File: config.mk
export PLATFORM = sky130hd
export DESIGN_NAME = re_stream_reader
export DESIGN_NICKNAME = d
export VERILOG_FILES = /design/src/rtl/mib_rx_pkg.sv /design/src/rtl/re_out_fifo.sv /design/src/rtl/re_stream_reader.sv
export SDC_FILE = /design/constraint.sdc
export NUM_CORES = 1
export LEC_CHECK = 0
export ABC_AREA = 1
export CAP_MARGIN = 10
export CORE_MARGIN = 3
export CORE_UTILIZATION = 53
export DETAILED_ROUTE_END_ITERATION = 10
export PLACE_DENSITY = 0.8
export RECOVER_POWER = 50
export SYNTH_ARGS = -nofsm -noshare
export SYNTH_HDL_FRONTEND = slang
export SYNTH_SLANG_ARGS = --single-unit
export TNS_END_PERCENT = 30
File: constraint.sdc
create_clock -name clk -period 3.5 [get_ports clk]
set_input_delay 0.7 -clock clk [delete_from_list [all_inputs] [get_ports clk]]
set_output_delay 0.7 -clock clk [all_outputs]
set_load 0.01 [all_outputs]
File: src/rtl/mib_rx_pkg.sv
// Shared constants for the MIB receive path: FSM state encoding for the RE
// stream reader and the DMRS grouping used when skipping PBCH DMRS REs.
package mib_rx_pkg;

  // One DMRS RE in every group of four REs (offset selected by nu_shift).
  localparam int unsigned RE_PER_DMRS_GROUP = 4;
  localparam int unsigned DMRS_SEL_W        = $clog2(RE_PER_DMRS_GROUP);

  // Reader FSM encoding.
  localparam int unsigned ST_W     = 2;
  localparam logic [1:0]  ST_IDLE  = 2'd0;
  localparam logic [1:0]  ST_READ  = 2'd1;
  localparam logic [1:0]  ST_DRAIN = 2'd2;

  // Output buffer occupancy counter width (holds 0..2).
  localparam int unsigned FIFO_CNT_W = 2;

  // True when the RE index (mod 4) lands on the DMRS offset.
  function automatic logic is_dmrs_re(input logic [DMRS_SEL_W-1:0] idx_lo,
                                      input logic [1:0]            nu);
    return idx_lo == nu;
  endfunction

endpackage

File: src/rtl/re_out_fifo.sv
// Two-entry output FIFO with valid/ready on the read side.
// Ports: clk, rst_n (async active-low), i_push/i_data/i_last (write, never
// pushed when full), o_valid/o_data/o_last/i_ready (stream), o_cnt (occupancy).
// Entry 0 is always the head, so o_data/o_last come straight from flops.
module re_out_fifo
  import mib_rx_pkg::*;
#(
  parameter int unsigned WIDTH = 32
) (
  input  logic                  clk,
  input  logic                  rst_n,
  input  logic                  i_push,
  input  logic [WIDTH-1:0]      i_data,
  input  logic                  i_last,
  output logic                  o_valid,
  output logic [WIDTH-1:0]      o_data,
  output logic                  o_last,
  input  logic                  i_ready,
  output logic [FIFO_CNT_W-1:0] o_cnt
);

  logic [WIDTH-1:0]      r_d0, r_d1, w_d0_nxt, w_d1_nxt;
  logic                  r_l0, r_l1, w_l0_nxt, w_l1_nxt;
  logic [FIFO_CNT_W-1:0] r_cnt, w_cnt_nxt;
  logic                  r_valid;
  logic                  w_pop;

  assign w_pop   = r_valid & i_ready;
  assign o_valid = r_valid;
  assign o_data  = r_d0;
  assign o_last  = r_l0;
  assign o_cnt   = r_cnt;

  // Next-entry selection for push/pop combinations.
  always_comb begin
    w_d0_nxt  = r_d0;
    w_l0_nxt  = r_l0;
    w_d1_nxt  = r_d1;
    w_l1_nxt  = r_l1;
    w_cnt_nxt = r_cnt;
    unique case ({i_push, w_pop})
      2'b10: begin
        if (r_cnt == 2'd0) begin
          w_d0_nxt = i_data;
          w_l0_nxt = i_last;
        end else begin
          w_d1_nxt = i_data;
          w_l1_nxt = i_last;
        end
        if (r_cnt != 2'd2) w_cnt_nxt = r_cnt + 2'd1;
      end
      2'b01: begin
        // Drop the head; a stale last flag must not linger on an empty buffer.
        w_d0_nxt  = r_d1;
        w_l0_nxt  = (r_cnt == 2'd2) & r_l1;
        w_cnt_nxt = r_cnt - 2'd1;
      end
      2'b11: begin
        if (r_cnt == 2'd1) begin
          w_d0_nxt = i_data;
          w_l0_nxt = i_last;
        end else begin
          w_d0_nxt = r_d1;
          w_l0_nxt = r_l1;
          w_d1_nxt = i_data;
          w_l1_nxt = i_last;
        end
      end
      default: ;
    endcase
  end

  // Storage registers.
  always_ff @(posedge clk or negedge rst_n) begin
    if (!rst_n) begin
      r_d0    <= '0;
      r_d1    <= '0;
      r_l0    <= 1'b0;
      r_l1    <= 1'b0;
      r_cnt   <= '0;
      r_valid <= 1'b0;
    end else begin
      r_d0    <= w_d0_nxt;
      r_d1    <= w_d1_nxt;
      r_l0    <= w_l0_nxt;
      r_l1    <= w_l1_nxt;
      r_cnt   <= w_cnt_nxt;
      r_valid <= (w_cnt_nxt != 2'd0);
    end
  end

endmodule

File: src/rtl/re_stream_reader.sv
// RE stream reader: scans length REs from a circular RAM starting at
// base_addr and streams the samples out over valid/ready.
// Ports: clk, rst (async active-low), start/base_addr/length/nu_shift (burst
// request, sampled in IDLE), ram_addr/ram_wre/ram_dout (1-cycle-latency RAM
// read port), m_data/m_valid/m_ready/m_last (stream), busy, done.
// Build option: PBCH_DMRS_SKIP_EN drops every RE whose index mod 4 equals
// nu_shift; without it every RE is emitted and nu_shift is ignored.
// ram_addr is combinational so a read can be issued in the same cycle the
// consumer frees a buffer slot, sustaining one sample per cycle.
module re_stream_reader
  import mib_rx_pkg::*;
#(
  parameter int unsigned RAM_WIDTH  = 32,
  parameter int unsigned RAM_DEPTH  = 240,
  parameter int unsigned ADDR_WIDTH = 10
) (
  input  logic                  clk,
  input  logic                  rst,
  input  logic                  start,
  input  logic [ADDR_WIDTH-1:0] base_addr,
  input  logic [ADDR_WIDTH-1:0] length,
  input  logic [1:0]            nu_shift,
  output logic [ADDR_WIDTH-1:0] ram_addr,
  output logic                  ram_wre,
  input  logic [RAM_WIDTH-1:0]  ram_dout,
  output logic [RAM_WIDTH-1:0]  m_data,
  output logic                  m_valid,
  input  logic                  m_ready,
  output logic                  m_last,
  output logic                  busy,
  output logic                  done
);

  localparam int unsigned SUM_W = ADDR_WIDTH + 1;

  logic [ST_W-1:0]       r_state, w_state_nxt;
  logic [ADDR_WIDTH-1:0] r_base, r_len, r_idx;
  logic                  r_inflight, r_infl_last, r_hold, r_busy, r_done;
  logic                  w_issue, w_adv, w_done_nxt, w_pop, w_room;
  logic                  w_skip, w_last_idx, w_last_emit, w_fifo_drains;
  logic [SUM_W-1:0]      w_sum;
  logic [ADDR_WIDTH-1:0] w_addr, w_len_m1;
  logic [FIFO_CNT_W-1:0] w_fifo_cnt, w_occ;

  // Circular address: base + index, folded back once past the last RAM word.
  assign w_sum  = {1'b0, r_base} + {1'b0, r_idx};
  assign w_addr = (w_sum >= SUM_W'(RAM_DEPTH)) ? ADDR_WIDTH'(w_sum - SUM_W'(RAM_DEPTH))
                                               : ADDR_WIDTH'(w_sum);

  assign w_len_m1   = r_len - ADDR_WIDTH'(1);
  assign w_last_idx = (r_idx == w_len_m1);

`ifdef PBCH_DMRS_SKIP_EN
  logic [1:0] r_nu;
  assign w_skip      = is_dmrs_re(r_idx[DMRS_SEL_W-1:0], r_nu);
  // Last emitted RE is the final index, or the one before it when the final
  // index is itself a DMRS RE.
  assign w_last_emit = w_last_idx |
                       ((r_idx == r_len - ADDR_WIDTH'(2)) &
                        is_dmrs_re(w_len_m1[DMRS_SEL_W-1:0], r_nu));
`else
  logic w_unused_nu;
  assign w_unused_nu = ^nu_shift;
  assign w_skip      = 1'b0;
  assign w_last_emit = w_last_idx;
`endif

  // Buffer slots left after this cycle's pop, counting the read in flight.
  assign w_pop         = m_valid & m_ready;
  assign w_occ         = w_fifo_cnt - {1'b0, w_pop} + {1'b0, r_inflight};
  assign w_room        = (w_occ < 2'd2);
  assign w_fifo_drains = (w_fifo_cnt == 2'd0) | ((w_fifo_cnt == 2'd1) & w_pop);

  assign ram_addr = w_issue ? w_addr : '0;
  assign ram_wre  = 1'b0;
  assign busy     = r_busy;
  assign done     = r_done;

  // Next-state and read-issue decode.
  always_comb begin
    w_state_nxt = r_state;
    w_issue     = 1'b0;
    w_adv       = 1'b0;
    w_done_nxt  = 1'b0;
    case (r_state)
      ST_IDLE: begin
        if (start) w_state_nxt = (length == '0) ? ST_DRAIN : ST_READ;
      end
      ST_READ: begin
        // Skipped REs advance the scan without needing a buffer slot.
        w_adv   = w_skip | w_room;
        w_issue = ~w_skip & w_room;
        if (w_adv && w_last_idx) w_state_nxt = ST_DRAIN;
      end
      ST_DRAIN: begin
        if (!r_hold && !r_inflight && w_fifo_drains) begin
          w_state_nxt = ST_IDLE;
          w_done_nxt  = 1'b1;
        end
      end
      default: w_state_nxt = ST_IDLE;
    endcase
  end

  // State, burst context and read pipeline registers.
  always_ff @(posedge clk or negedge rst) begin
    if (!rst) begin
      r_state     <= ST_IDLE;
      r_base      <= '0;
      r_len       <= '0;
      r_idx       <= '0;
      r_inflight  <= 1'b0;
      r_infl_last <= 1'b0;
      r_hold      <= 1'b0;
      r_busy      <= 1'b0;
      r_done      <= 1'b0;
`ifdef PBCH_DMRS_SKIP_EN
      r_nu        <= '0;
`endif
    end else begin
      r_state     <= w_state_nxt;
      r_done      <= w_done_nxt;
      r_busy      <= (w_state_nxt != ST_IDLE) | w_done_nxt;
      r_inflight  <= w_issue;
      r_infl_last <= w_issue & w_last_emit;
      if (r_state == ST_IDLE && start) begin
        r_base <= base_addr;
        r_len  <= length;
        r_idx  <= '0;
        // A zero-length burst waits one cycle in DRAIN, matching the
        // start-to-output spacing of the read pipeline.
        r_hold <= (length == '0);
`ifdef PBCH_DMRS_SKIP_EN
        r_nu   <= nu_shift;
`endif
      end else begin
        r_hold <= 1'b0;
        if (w_adv) r_idx <= r_idx + ADDR_WIDTH'(1);
      end
    end
  end

  // Read data lands in the buffer one cycle after the address is sampled.
  re_out_fifo #(.WIDTH(RAM_WIDTH)) u_fifo (
    .clk     (clk),
    .rst_n   (rst),
    .i_push  (r_inflight),
    .i_data  (ram_dout),
    .i_last  (r_infl_last),
    .o_valid (m_valid),
    .o_data  (m_data),
    .o_last  (m_last),
    .i_ready (m_ready),
    .o_cnt   (w_fifo_cnt)
  );

endmodule
==> Yosys cells after proc, flatten, opt, wreduce, memory -nomap -nowiden <==
Index checks and enable logic that the tools add are counted.
{ "classes": {"order_cmp": 2, "add_sub_neg": 8, "eq_ne": 12, "n_mux": 27, "reduce_logical": 16, "n_bitwise": 6} }
{ "ops": {"columns": ["op", "n"], "rows": [
  ["$mux W32", 4],
  ["$pmux W32 S3", 1],
  ["$pmux W32 S2", 1],
  ["$mux W10", 4],
  ["$add A10 B10 Y11", 1],
  ["$ge A11 B8 Y1 const B", 1],
  ["$add A10 B1 Y10 const B", 1],
  ["$eq A10 B10 Y1", 1],
  ["$logic_not A10 Y1", 1],
  ["$mux W2", 5],
  ["$sub A10 B1 Y10 const B", 1],
  ["$sub A10 B8 Y10 const B", 1],
  ["$eq A2 B2 Y1 const B", 4],
  ["$mux W1", 8],
  ["$ne A2 B2 Y1 const B", 4],
  ["$reduce_bool A2 Y1", 4],
  ["$eq A2 B1 Y1 const B", 3],
  ["$pmux W2 S3", 1],
  ["$and A1 B1 Y1", 4],
  ["$logic_and A1 B1 Y1", 4],
  ["$logic_not A2 Y1", 2],
  ["$pmux W2 S2", 1],
  ["$pmux W1 S3", 1],
  ["$reduce_and A3 Y1", 1],
  ["10 further kinds", 12]
]} }
{ "word_totals": {"input_bits": 58, "regBits": 106, "wordCells": 86} }

==> Depth between registers and ports, before layout <==
Gate-level depths: netlist of the first run.
{ "depth": {"word_depth": 9, "ltp_mapped": 17} }

==> Cells and area by module <==
Synthesis of the first run repeated with hierarchy kept, for this count alone.
{ "hier_totals": {"hier_cells": 913, "hier_area_um2": 6257.3} }
{ "by_module_without_submodules": {"columns": ["module", "area_per_inst_um2", "n_inst", "cells_each", "seq_area_each_um2"], "rows": [
  ["re_out_fifo", 3558.4, 1, 504, 1726.7],
  ["re_stream_reader", 2698.8, 1, 409, 925.9]
]} }

==> Worst setup path after synthesis of the first run <==
Ideal clock, no wire load.
{ "synth_timing": {"kind": "reg-to-output", "startpoint": "register r_idx[0]", "endpoint": "output ram_addr[4]", "stages_incl_launch_ff": 16, "arrival_time_ns": 2.206, "required_time_ns": 2.800, "path_buffers": 0, "path_slack_ns": 0.594, "cell_sequence": "dfrtp_1 > ha_1 > inv_1 > fa_1 > inv_1 > nand2_1 > nand2_1 > nand3b_1 > nand2_2 > ha_1 > nand3_1 > nor2_4 > nand2_4 > nand3_4 > nor2_1 > nor2_1"} }
{ "synth_between": {"elab_chain_cells": 4, "word_cells_on_any_way": 5} }
{ "synth_rtl": {"columns": ["item", "line_no", "text"], "rows": [
  ["start, declared", "re_stream_reader.sv:37", "logic [ADDR_WIDTH-1:0] r_base, r_len, r_idx;"],
  ["start signal, assigned", "re_stream_reader.sv:138", "if (w_adv) r_idx <= r_idx + ADDR_WIDTH'(1);"],
  ["$add A10 B10 Y11 (*)", "re_stream_reader.sv:46", "assign w_sum = {1'b0, r_base} + {1'b0, r_idx};"],
  ["$sub A10 B8 Y10 or $ge A11 B8 Y1 (tied branches)", "re_stream_reader.sv:47", "assign w_addr = (w_sum >= SUM_W'(RAM_DEPTH)) ? ADDR_WIDTH'(w_sum - SUM_W'(RAM_DEPTH))"],
  ["$mux W10 (*)", "re_stream_reader.sv:47", null],
  ["$mux W10 (*)", "re_stream_reader.sv:74", "assign ram_addr = w_issue ? w_addr : '0;"],
  ["end, declared", "re_stream_reader.sv:23", "output logic [ADDR_WIDTH-1:0] ram_addr,"]
]} }
Every way passes the cells marked *; elsewhere a longest branch is shown, timed or not.

==> Worst setup path in the final report of the first run <==
{ "layout_timing": {"startpoint": "register r_base[0]", "endpoint": "output ram_addr[8]"} }
{ "layout_between": {"elab_chain_cells": 4, "word_cells_on_any_way": 5} }
{ "layout_rtl": {"columns": ["item", "line_no", "text"], "rows": [
  ["start, declared", "re_stream_reader.sv:37", null],
  ["start signal, assigned", "re_stream_reader.sv:127", "r_base <= base_addr;"],
  ["$add A10 B10 Y11 (*)", "re_stream_reader.sv:46", null],
  ["$sub A10 B8 Y10 or $ge A11 B8 Y1 (tied branches)", "re_stream_reader.sv:47", null],
  ["$mux W10 (*)", "re_stream_reader.sv:47", null],
  ["$mux W10 (*)", "re_stream_reader.sv:74", null]
]} }
Marked as above.

==> reports/summary.txt, run 1 <==
Status - finished, violations left
Violated checks - max-capacitance violations, max-slew violations
Initial DRC Count - 318
Post-synth EDFFs - 0
Area leader, netlist - dfrtp_1
Antenna viol nets, final - 0
Cell Rows - 37
Syn nets - 789
Peak VDD IR - 0.494 mV
Post-synth top area share - 45.2%
F_max - 0.288 GHz
Total Wirelength - 13.7 mm
Antenna cells - 0
Starting Density - 55.5%
Pin count of the biggest net entering global routing - 61
Post-route insts no fill - 967
GRT Total Usage - 22.1%
Final max-slew violation count - 61
TritonCTS clock tree - yes
Drc violations - 0
CTS clk-pin slew, worst paths - 0.11 ns
Top FF cell, synth - dfrtp_1
Crit path kind - reg2out
Top Ports - 105
Maxcap violations - 1
Die height - 111 um
Most instantiated cells after synthesis - 167 x nand2_1, 119 x inv_1, 106 x dfrtp_1
Cts hold-fix bufs - 0
Core Area - 10600 um^2
Placer Congestion - 0.897
Vias in the first global route - 5101
Via count - 5108
Min-Delay Path Class - reg2reg
Die area - 12400 um^2
Synthesized cell area - 5860 um^2
Layout cells sized above 1 - 16.0%
GRT overflow - 0
Count of cell types in the netlist - 41
Worst EP required - 2.80 ns
FILL cells - 836
First-pass GRT wire length - 22.8 mm
Avg WL per Cell - 14.2 um
H-tree levels - 3
Final Core Density - 70.0%
Critical path launch point type - flip-flop
Final Cell Area - 7390 um^2
RSZ-0062 raised after global routing - yes
Post-DP HPWL - 9.99 mm
Register area share after synthesis - 45.2%
Worst-path fanout max - 4
Clk sinks - 106
Synthesized flop and latch total - 106
Port buffer count - 101
CP endpoint kind - output pin
Mapped Avg Cell Area - 8.27 um^2
Area contributors post-synth - dfrtp_1 45%, nand2_1 11%, inv_1 7.6%
Worst slew margin - -1.29%
Final worst-path cycle share - 99.2%
Cell count after synthesis - 709
Setup Skew - 0.00915 ns
Vias per inst - 5.28
Post-DP Area - 7120 um^2
Final setup viols - 0
PD cells - 984 nW/um^2
Area of the multi-input gates - 2740 um^2
CP arrival - 2.77 ns
Clock Tree Buf Depth - 2
Count leader, synth - nand2_1
Root Buffer Master - clkbuf_8
Initial antenna violation count - 0
Area growth from synthesis to layout - 26.0%
Final hold slack - 0.496 ns
Async set or reset register ratio after synthesis - 100%
Leakage - 3.69 nW
Yosys warns - 0
TritonCTS buffer count - 9
Clk_lat worst skew - 0.36 ns
Die W - 111 um
Worst-margin pin slew - 1.52 ns
First-pass iteration count of the detailed router - 5
Register area - 2650 um^2
Inst Count DP - 944
Hold Violations, Final - 0
Final nets - 907
Period minus WS final - 3.47 ns
## layout make-up
cell class                 count  share of cell area (%)
tap                          136                    2.30
timing repair buffer         128                    16.0
clock buffer                   9                    1.68
clock inverter                 6                   0.695
sequential                   106                    35.9
inverter                     124                    6.37
multi-input combinational    458                    37.0
## state kept, by name, summed over array words and instances (netlist names)
register        count
r_base             10
u_fifo.r_d1        32
busy                1
r_infl_last         1
u_fifo.o_cnt        2
r_state             2
r_len              10
u_fifo.o_data      32
u_fifo.o_last       1
u_fifo.r_l1         1
r_idx              10
u_fifo.o_valid      1
r_inflight          1
r_hold              1
done                1
## repair_timing
item                                    in CTS  in global routing
resized for setup                           19                 22
endpoints found under the setup margin      10                  7
buffers inserted                             1                  7
pin swaps                                    1                 10
## cells in the final DEF (no fill, tap or decap), types with 3 or more instances in the layout
| cell type | count |
|---|---|
| nand2_1 | 163 |
| inv_1 | 118 |
| dfrtp_1 | 106 |
| clkdlybuf4s50_1 | 85 |
| o21ai_0 | 52 |
| nor2_1 | 43 |
| o22ai_1 | 32 |
| mux2_2 | 32 |
| nand3_1 | 24 |
| buf_4 | 23 |
| ha_1 | 18 |
| nand2_2 | 14 |
| a21oi_1 | 11 |
| xnor2_1 | 9 |
| clkbuf_8 | 9 |
| nand3_2 | 7 |
| nor3_1 | 6 |
| inv_2 | 5 |
| dlygate4sd3_1 | 5 |
| xor2_1 | 4 |
| nand2_4 | 4 |
| nor2_4 | 4 |
| dlygate4sd2_1 | 4 |
| or2_2 | 3 |
| nand4_1 | 3 |
| inv_6 | 3 |
| a21oi_2 | 3 |
| clkinv_4 | 3 |
| clkbuf_2 | 3 |
| buf_2 | 3 |
## metal layers
| layer | GRT usage, % | vias to the layer above | part of all wire [%] |
|---|---|---|---|
| met5 | 0 | - | 0 |
| met4 | 6.97 | 0 | 2.3 |
| met3 | 3.38 | 25 | 5.5 |
| met2 | 39.2 | 163 | 50 |
| met1 | 27.7 | 2425 | 43 |
| li1 | - | 2495 | - |
## report_power, final
part | leakage [nW] | switching [W] | total [W] | internal [W]
Combinational | 2.30 | 0.00242 | 0.00442 | 0.00200
Clock | 0.0863 | 0.000427 | 0.000691 | 0.000264
Sequential | 1.31 | 0.000364 | 0.00216 | 0.00180
Total | 3.69 | 0.00321 | 0.00727 | 0.00406
## critical path, stage by stage (launching register included)
cell           delay, ns
dfrtp_1             0.38
ha_2                0.19
inv_2               0.04
fa_2                0.39
inv_2               0.07
nand2_2             0.05
nand2_2             0.08
nand2_1             0.06
nand2_1             0.07
nand2_2             0.09
ha_4                0.17
nand3_2             0.09
nor2_4              0.05
buf_4               0.14
xor2_2              0.14
nor3_2              0.13
dlygate4sd2_1       0.28
## final timing paths
| kind | start | to | slack [ns] | depth (start not counted) |
|---|---|---|---|---|
| setup / recovery | r_base[0] | ram_addr[8] | 0.03 | 16 |
| hold / removal | u_fifo.r_d1[10] | u_fifo.r_d1[10] | 0.50 | 2 |
| setup reg to reg | u_fifo.o_valid | r_idx[8] | 1.21 | 15 |
| hold reg to reg | u_fifo.r_d1[10] | u_fifo.r_d1[10] | 0.50 | 2 |
| max in group asynchronous | rst | u_fifo.o_data[22] | 0.98 | 2 |
| min in group asynchronous | rst | u_fifo.r_d1[29] | 0.69 | 1 |
## stage by stage
step	worst slack, ns	power, W	setup TNS [ns]
6_report	0.0280	0.00727	0
5_1_grt	-0.110	0.00790	-0.520
4_1_cts	0.0192	0.00715	0
3_5_place_dp	-0.0508	0.00646	-0.217
3_3_place_gp	0.0194	0.00626	0
2_1_floorplan	0.594	0.00485	0
## kinds of logic after synthesis
family | count (synthesis) | synth area share, %
other | 1 | 0.0640
muxes | 32 | 6.15
AOI/OAI and AO/OA | 106 | 10.1
xor gates and xnor gates | 14 | 2.09
adders and majority gates | 22 | 4.82
DFF | 106 | 45.2
and+or+nand+nor | 283 | 21.9
buffers and inverters | 145 | 9.62
No activity file was read; power rests on OpenSTA's default activity.
==> run 2, diff against run 1 <==
CTS_CLUSTER_DIAMETER = 40   (was unset)
==> results of run 2 <==
Same layout as run 1: the final DEF is identical, and so are final timing and power.
